$ cat src/rtl/regfile_wb_arbiter.sv
// Two-requester (ALU / load) round-robin writeback arbiter feeding the register-file
// write port, plus a per-register pending-write scoreboard.
module regfile_wb_arbiter #(
  parameter int LD_FIRST = 0
) (
  input  logic        clk,
  input  logic        rst,
  input  logic        alu_valid,
  input  logic [4:0]  alu_rd,
  input  logic [31:0] alu_data,
  output logic        alu_ready,
  input  logic        ld_valid,
  input  logic [4:0]  ld_rd,
  input  logic [31:0] ld_data,
  output logic        ld_ready,
  input  logic        rsv_en,
  input  logic [4:0]  rsv_rd,
  output logic [31:0] busy,
  output logic        WE3,
  output logic [4:0]  A3,
  output logic [31:0] WD3
);

  localparam int DATA_W = 32;

  logic              ptr_ld;
  logic              grant;
  logic [4:0]        sel_rd;
  logic [DATA_W-1:0] sel_data;

  logic              wr_vld_p1;
  logic [4:0]        a3_p1;
  logic [DATA_W-1:0] wd3_p1;
  logic [31:0]       busy_q;

  // Clear first so that a reserve landing on the same edge wins; x0 is never busy.
  function automatic logic [31:0] busy_next(input logic [31:0] cur,
                                            input logic        clr_en,
                                            input logic [4:0]  clr_rd,
                                            input logic        set_en,
                                            input logic [4:0]  set_rd);
    logic [31:0] nxt;
    nxt = cur;
    if (clr_en) nxt[clr_rd] = 1'b0;
    if (set_en && (set_rd != 5'd0)) nxt[set_rd] = 1'b1;
    nxt[0] = 1'b0;
    return nxt;
  endfunction

  always_comb begin
    alu_ready = !rst && alu_valid && (!ld_valid || !ptr_ld);
    ld_ready  = !rst && ld_valid && (!alu_valid || ptr_ld);
    grant     = alu_ready || ld_ready;
    sel_rd    = ld_ready ? ld_rd : alu_rd;
    sel_data  = ld_ready ? ld_data : alu_data;
  end

  // Stage p0 -> p1: handshake captured into the single registered write.
  always_ff @(posedge clk) begin
    if (rst) begin
      ptr_ld    <= (LD_FIRST != 0);
      wr_vld_p1 <= 1'b0;
      a3_p1     <= '0;
      wd3_p1    <= '0;
      busy_q    <= '0;
    end else begin
      if (alu_ready)     ptr_ld <= 1'b1;
      else if (ld_ready) ptr_ld <= 1'b0;
      wr_vld_p1 <= grant && (sel_rd != 5'd0);
      if (grant) begin
        a3_p1  <= sel_rd;
        wd3_p1 <= sel_data;
      end
      busy_q <= busy_next(busy_q, wr_vld_p1, a3_p1, rsv_en, rsv_rd);
    end
  end

  assign WE3  = wr_vld_p1;
  assign A3   = a3_p1;
  assign WD3  = wd3_p1;
  assign busy = busy_q;

endmodule

$ cat config.mk
export PLATFORM = sky130hd
export DESIGN_NAME = regfile_wb_arbiter
export DESIGN_NICKNAME = d
export VERILOG_FILES = /design/src/rtl/regfile_wb_arbiter.sv
export SDC_FILE = /design/constraint.sdc
export NUM_CORES = 1
export LEC_CHECK = 0
export ABC_AREA = 0
export ABC_CLOCK_PERIOD_IN_PS = 2700
export BUFFER_PORTS_ARGS = -buffer_cell sky130_fd_sc_hd__buf_4
export CELL_PAD_IN_SITES_DETAIL_PLACEMENT = 0
export CELL_PAD_IN_SITES_GLOBAL_PLACEMENT = 1
export CORE_MARGIN = 8
export CORE_UTILIZATION = 35
export DETAILED_ROUTE_END_ITERATION = 10
export GPL_TIMING_DRIVEN = 0
export PLACE_DENSITY = 0.82
export SYNTH_ARGS = -nofsm -noshare
export SYNTH_HDL_FRONTEND = slang
export SYNTH_SLANG_ARGS = --single-unit
$ cat constraint.sdc
create_clock -name clk -period 2.7 [get_ports clk]
set_input_delay 0.81 -clock clk [delete_from_list [all_inputs] [get_ports clk]]
set_output_delay 0.81 -clock clk [all_outputs]
set_load 0.05 [all_outputs]
==> qor.yml, run 1 <==
synth_nets: 428
ys_ff_latch: 70
critPathSlowestCell: "nor2b_2"
final_common_cell: "buf_4"
clockBufferDepth: 2
hold_viol: 0
yosys_warnings: 0
p_leak_nw: 2.07
fin_nets: 591
synthArstFlopShare_pct: 0
status: "finished, final reports clean"
grt_start_max_net_pins: 20
worst-slew-pin-transition_ns: 0.478
synth_ff_type: "dfxtp_1"
cts_hold_buf: 0
synthCells: 344
avgRoutedWirePerCell_um: 18.5
grt_pass1_wl_mm: 18.3
die_h_um: 111
root_buffer: "clkbuf_8"
ant_nets: 0
dpl.cell_count: 606
antenna_cells: 0
pre_cts_slack_ns: -0.174
io_pins: 156
grt_pass1_vias: 3452
crit_family: "buffers and inverters"
slew_violations: 0
period_needed_ns: 2.61
timing_worst_setup_path_type: "input pin to output pin"
viasPerCell: 5.44
regArea_um2: 1400
antenna_found_initial: 0
numCtsBuffers: 9
post-route-drc-count: 0
clkLatencyLatePin_ns: 0.35
drtPass1Iterations: 4
dieArea_um2: 12400
synth_seq_area_share_pct: 44.2
crit_path_max_incr_delay_ns: 0.16
required_ns: 1.89
rsz0062_at_grt: "no"
vias: 3371
h-tree-depth: 3
power.density_nw_per_um2: 537
fin_worst_skew_ns: 0.0107
grt-ovfl-total: 0
path_buf_inv: 4
path_clk_slew_ns: 0.07
syn_area_um2: 3170
first_iter_violations: 162
die_w_um: 111
post-route-period-util_pct: 96.6
cts_tree: "built"
synth_area_per_cell_um2: 9.21
arrival_ns: 1.80
setup_violations: 0
timing.slew.headroom_pct: 67.3
p_total_mw: 2.49
nFillCells: 825
crit_chain: "buf_4, nor2b_2, and2_1, clkbuf_1, buf_6, nor2_4, buf_8"
cts_resized: 3
yosysUniqueCellTypes: 29
drive_above_1_share_pct: 37.5
post_cts_buffers: 0
port_buffers: 154
cts.sink_count: 70
rows: 34
layout_common_cells: "155 x buf_4, 70 x dfxtp_1, 62 x o21ai_0"
routed_wl_mm: 11.5
critPathMaxFanout: 10
initial_core_util_pct: 36.2
core_region_area_um2: 8760
multi_input_area_um2: 1490
min_path_type: "flip-flop to flip-flop"
routabilityCongestion: 0.791
grt_util_all_layers_pct: 17.9
max_cap_viol_count: 0
fin_cells: 620
endpoint_kind: "output pin"
fmax_ghz: 0.383
synthToLayoutAreaGrowth_pct: 46.5
worst_slack_ns: 0.0906
hpwlAfterDp_mm: 8.71
start_kind: "input pin"
ir_drop_v: 0.000242
synth_edf_count: 0
utilization_pct: 53.0
worst register-to-register path, cell delays in order (launching register included):
cell,delay [ns]
dfxtp_1,0.32
nand2b_2,0.20
buf_6,0.15
buf_6,0.14
a2111oi_0,0.50
a221o_1,0.18
logic make-up after synthesis:
kind of cell | count (synthesis) | synth area share, %
AO/OA/AOI/OAI | 139 | 32.3
flip-flops | 70 | 44.2
AND/OR/NAND/NOR | 68 | 14.4
buffers and inverters | 66 | 8.93
other | 1 | 0.118
worst paths after layout:
path	startpoint	slack, ns	cells past startpoint	end
min reg2reg	ptr_ld	0.49	2	ptr_ld
max reg2reg	ptr_ld	1.17	5	WD3[3]
max	ld_valid	0.09	7	alu_ready
min	ptr_ld	0.49	2	ptr_ld
stage by stage:
stage | area [µm²] | hold slack (ns) | TNS (ns)
floorplan | 3180 | 0.445 | 0
global placement | 4470 | 0.468 | -0.152
detailed placement | 4470 | 0.469 | -0.205
CTS | 4640 | 0.493 | 0
global route | 4640 | 0.508 | 0
finish | 4640 | 0.489 | 0
sequential cells by signal, summed over array words and instances (netlist names):
name	cells
A3	5
WD3	32
WE3	1
busy	31
ptr_ld	1
final cells by class:
type / count / share of cell area, %
clock inverter: 4 / 0.485
multi-input combinational: 208 / 32.2
clock buffer: 12 / 3.13
timing repair buffer: 154 / 25.1
tap: 108 / 2.91
sequential: 70 / 30.2
inverter: 37 / 2.99
buffer: 27 / 3.05
power by group:
part           internal [mW]  total [mW]  switching, mW
logic                  0.234       0.613          0.379
registers               1.09        1.14         0.0464
clock network          0.355       0.744          0.389
total                   1.68        2.49          0.814
synth_stat cells, types with 2 or more instances:
cell type	count	area share [%]
or3_1	2	0.39
a2111oi_0	37	10
a211oi_1	2	0.47
nand3b_1	8	1.9
nand3_1	3	0.47
buf_6	2	0.71
or4_1	2	0.47
or3b_2	6	1.7
nor2_1	4	0.47
inv_1	37	4.4
clkbuf_2	2	0.32
buf_2	8	1.3
a221o_1	37	12
nand2_1	2	0.24
nand2b_1	2	0.39
buf_4	2	0.47
clkbuf_1	15	1.8
o21ai_0	62	9.8
nor2b_1	32	6.3
dfxtp_1	70	44
metal layers:
layer  wire length (µm)  GRT usage [%]
met4                 72           4.00
met1               4990           22.3
met3               1050           7.09
met5                  0              0
met2               5360           28.1
Power figures use the tool's default switching activity.
==> inputs of run 2 (changes only) <==
Settings changed: BUFFER_PORTS_ARGS -buffer_cell sky130_fd_sc_hd__buf_4 to -buffer_cell sky130_fd_sc_hd__buf_2, CTS_CLUSTER_DIAMETER set to 200.
==> run 2 against run 1 <==
  * Critical path depth did not move
  * Final cell count did not move
  * Clock skew fell by 0.0072 ns
  * Sequential share of layout area rose by 2.4 points
  * Via count fell by 0.53%
  * Die area did not move
  * Flip-flop and latch count did not move
  * Wire length fell by 1.7%
  * Setup slack got worse by 0.018 ns
  * Non-clock buffer count did not move
  * Core utilization fell by 3.9 points
==> qor.yml, run 2 (synthesized netlist as in run 1, its figures left out) <==
grt-ovfl-total: 0  # unchanged
timing.slew.headroom_pct: 66.6  # was 67.3%
holdPathEnd: "WD3[23]"  # was ptr_ld
vias: 3353  # was 3371
min_from: "WD3[23]"  # was ptr_ld
period_needed_ns: 2.63  # was 2.61 ns
first_iter_violations: 160  # was 162
p_switching_uw: 857  # was 814 µW
core_region_area_um2: 8760  # unchanged
clockBufferDepth: 2  # unchanged
post-route-period-util_pct: 97.3  # was 96.6%
grt_pass1_vias: 3481  # was 3452
critPathMaxFanout: 10  # unchanged
post_cts_buffers: 0  # unchanged
routabilityCongestion: 0.794  # was 0.791
cts_tree: "built"  # unchanged
routed_wl_mm: 11.3  # was 11.5 mm
path_clk_slew_ns: 0.08  # was 0.07 ns
clkLatencyLatePin_ns: 0.35  # about the same
timing_worst_setup_path_type: "input pin to output pin"  # unchanged
max_cap_viol_count: 0  # unchanged
reg2reg_depth: 5  # unchanged
hold_ws_ns: 0.489  # about the same
root_buffer: "clkbuf_8"  # unchanged
required_ns: 1.89  # about the same
p_int_mw: 1.72  # was 1.68 mW
grt_util_all_layers_pct: 17.4  # was 17.9%
hpwlAfterDp_mm: 8.36  # was 8.71 mm
h-tree-depth: 3  # unchanged
sequentialPowerShare_pct: 44.1  # was 45.6%
ir_drop_v: 0.000236  # was 0.000242 V
fmax_ghz: 0.381  # was 0.383 GHz
p_total_mw: 2.57  # was 2.49 mW
critical_path.startpoint: "ld_valid"  # unchanged
viasPerCell: 5.41  # was 5.44
fin_nets: 591  # unchanged
drtPass1Iterations: 4  # unchanged
cts_hold_buf: 0  # unchanged
numCtsBuffers: 9  # unchanged
reg2reg_to: "WD3[4]"  # was WD3[3]
post-route-drc-count: 0  # unchanged
port_buffers: 154  # unchanged
arrival_ns: 1.82  # was 1.80 ns
io_pins: 156  # unchanged
initial_core_util_pct: 36.2  # unchanged
dieArea_um2: 12400  # unchanged
die_h_um: 111  # unchanged
setup_violations: 0  # unchanged
start_kind: "input pin"  # unchanged
fin_worst_skew_ns: 0.00354  # was 0.0107 ns
cts.sink_count: 70  # unchanged
rows: 34  # unchanged
synthToLayoutAreaGrowth_pct: 35.8  # was 46.5%
endpoint_kind: "output pin"  # unchanged
power.share.combinational_pct: 21.3  # was 24.6%
sw_frac_of_total_pct: 33.3  # was 32.7%
hold_viol: 0  # unchanged
avgRoutedWirePerCell_um: 18.2  # was 18.5 µm
layout_common_cells: "159 x buf_2, 70 x dfxtp_1, 62 x o21ai_0"  # was 155 x buf_4, 70 x dfxtp_1, 62 x o21ai_0
status: "finished, final reports clean"  # unchanged
p_leak_nw: 2.00  # was 2.07 nW
antenna_found_initial: 0  # unchanged
reg2reg_from: "ptr_ld"  # unchanged
worst-slew-pin-transition_ns: 0.488  # was 0.478 ns
die_w_um: 111  # unchanged
rrSetupSlack_ns: 1.13  # was 1.17 ns
antenna_cells: 0  # unchanged
whs_path_depth: 1  # was 2
rsz0062_at_grt: "no"  # unchanged
ant_nets: 0  # unchanged
grt_start_max_net_pins: 20  # unchanged
power.density_nw_per_um2: 598  # was 537 nW/µm²
final_common_cell: "buf_2"  # was buf_4
min_path_type: "flip-flop to flip-flop"  # unchanged
largest_reg_flops: 32  # unchanged
slew_violations: 0  # unchanged
drive_above_1_share_pct: 37.7  # was 37.5%
clockPowerShare_pct: 34.6  # was 29.8%
grt_pass1_wl_mm: 18.0  # was 18.3 mm
run 2: final cells by class:
cell class,instances,area (µm²)
tap,108,135
sequential,70,1400
inverter,37,139
multi-input combinational,208,1490
fill,854,4460
timing repair buffer,154,787
clock inverter,6,70.1
clock buffer,10,138
buffer,27,141
run 2: per-layer routing:
layer / track usage [%] / share of wire [%] / routed length (µm)
met1: 21.1 / 44 / 5000
met2: 27.6 / 46 / 5130
met3: 6.55 / 9.0 / 1020
met4: 5.96 / 1.1 / 127
met5: 0 / 0 / 0
run 2: through the flow:
stage               setup TNS, ns  area (µm²)  utilization [%]  instances  worst slack, ns
floorplan                       0        3180                -        344            0.125
global placement           -0.299        4080             46.6        606           -0.220
detailed placement         -0.339        4080             46.6        606           -0.232
CTS                       -0.0310        4300             49.1        621          -0.0310
global route                    0        4300             49.1        620           0.0144
finish                          0        4300             49.1        620           0.0721
run 2: how the worst max path moves through the flow:
stage                            to  depth (start not counted)  slack, ns
after detailed placement  alu_ready                          6      -0.23
after global routing      alu_ready                          7       0.01
after global placement    alu_ready                          6      -0.22
final                     alu_ready                          7       0.07
after floorplan           alu_ready                          4       0.12
after CTS                 alu_ready                          7      -0.03
run 2: timing repair:
action	4_1_cts	5_1_grt
endpoints found under the setup margin	2	2
hold endpoints to repair	0	0
resized for setup	5	3
run 2: worst max-delay path, stage by stage:
cell and delay, ns:
buf_2 0.12, nor2b_1 0.20, and2_1 0.15, clkbuf_1 0.17, buf_6 0.18, nor2_4 0.05, buf_8 0.14
run 2: power groups by stage:
| stage | Sequential (mW) | Combinational (mW) | Clock, mW |
|---|---|---|---|
| 3_5_place_dp | 1.15 | 0.547 | 0 |
| 4_1_cts | 1.13 | 0.549 | 0.907 |
| 2_1_floorplan | 1.34 | 0.168 | 0 |
| 6_report | 1.13 | 0.548 | 0.890 |
| 3_3_place_gp | 1.15 | 0.541 | 0 |
| 5_1_grt | 1.14 | 0.585 | 0.951 |
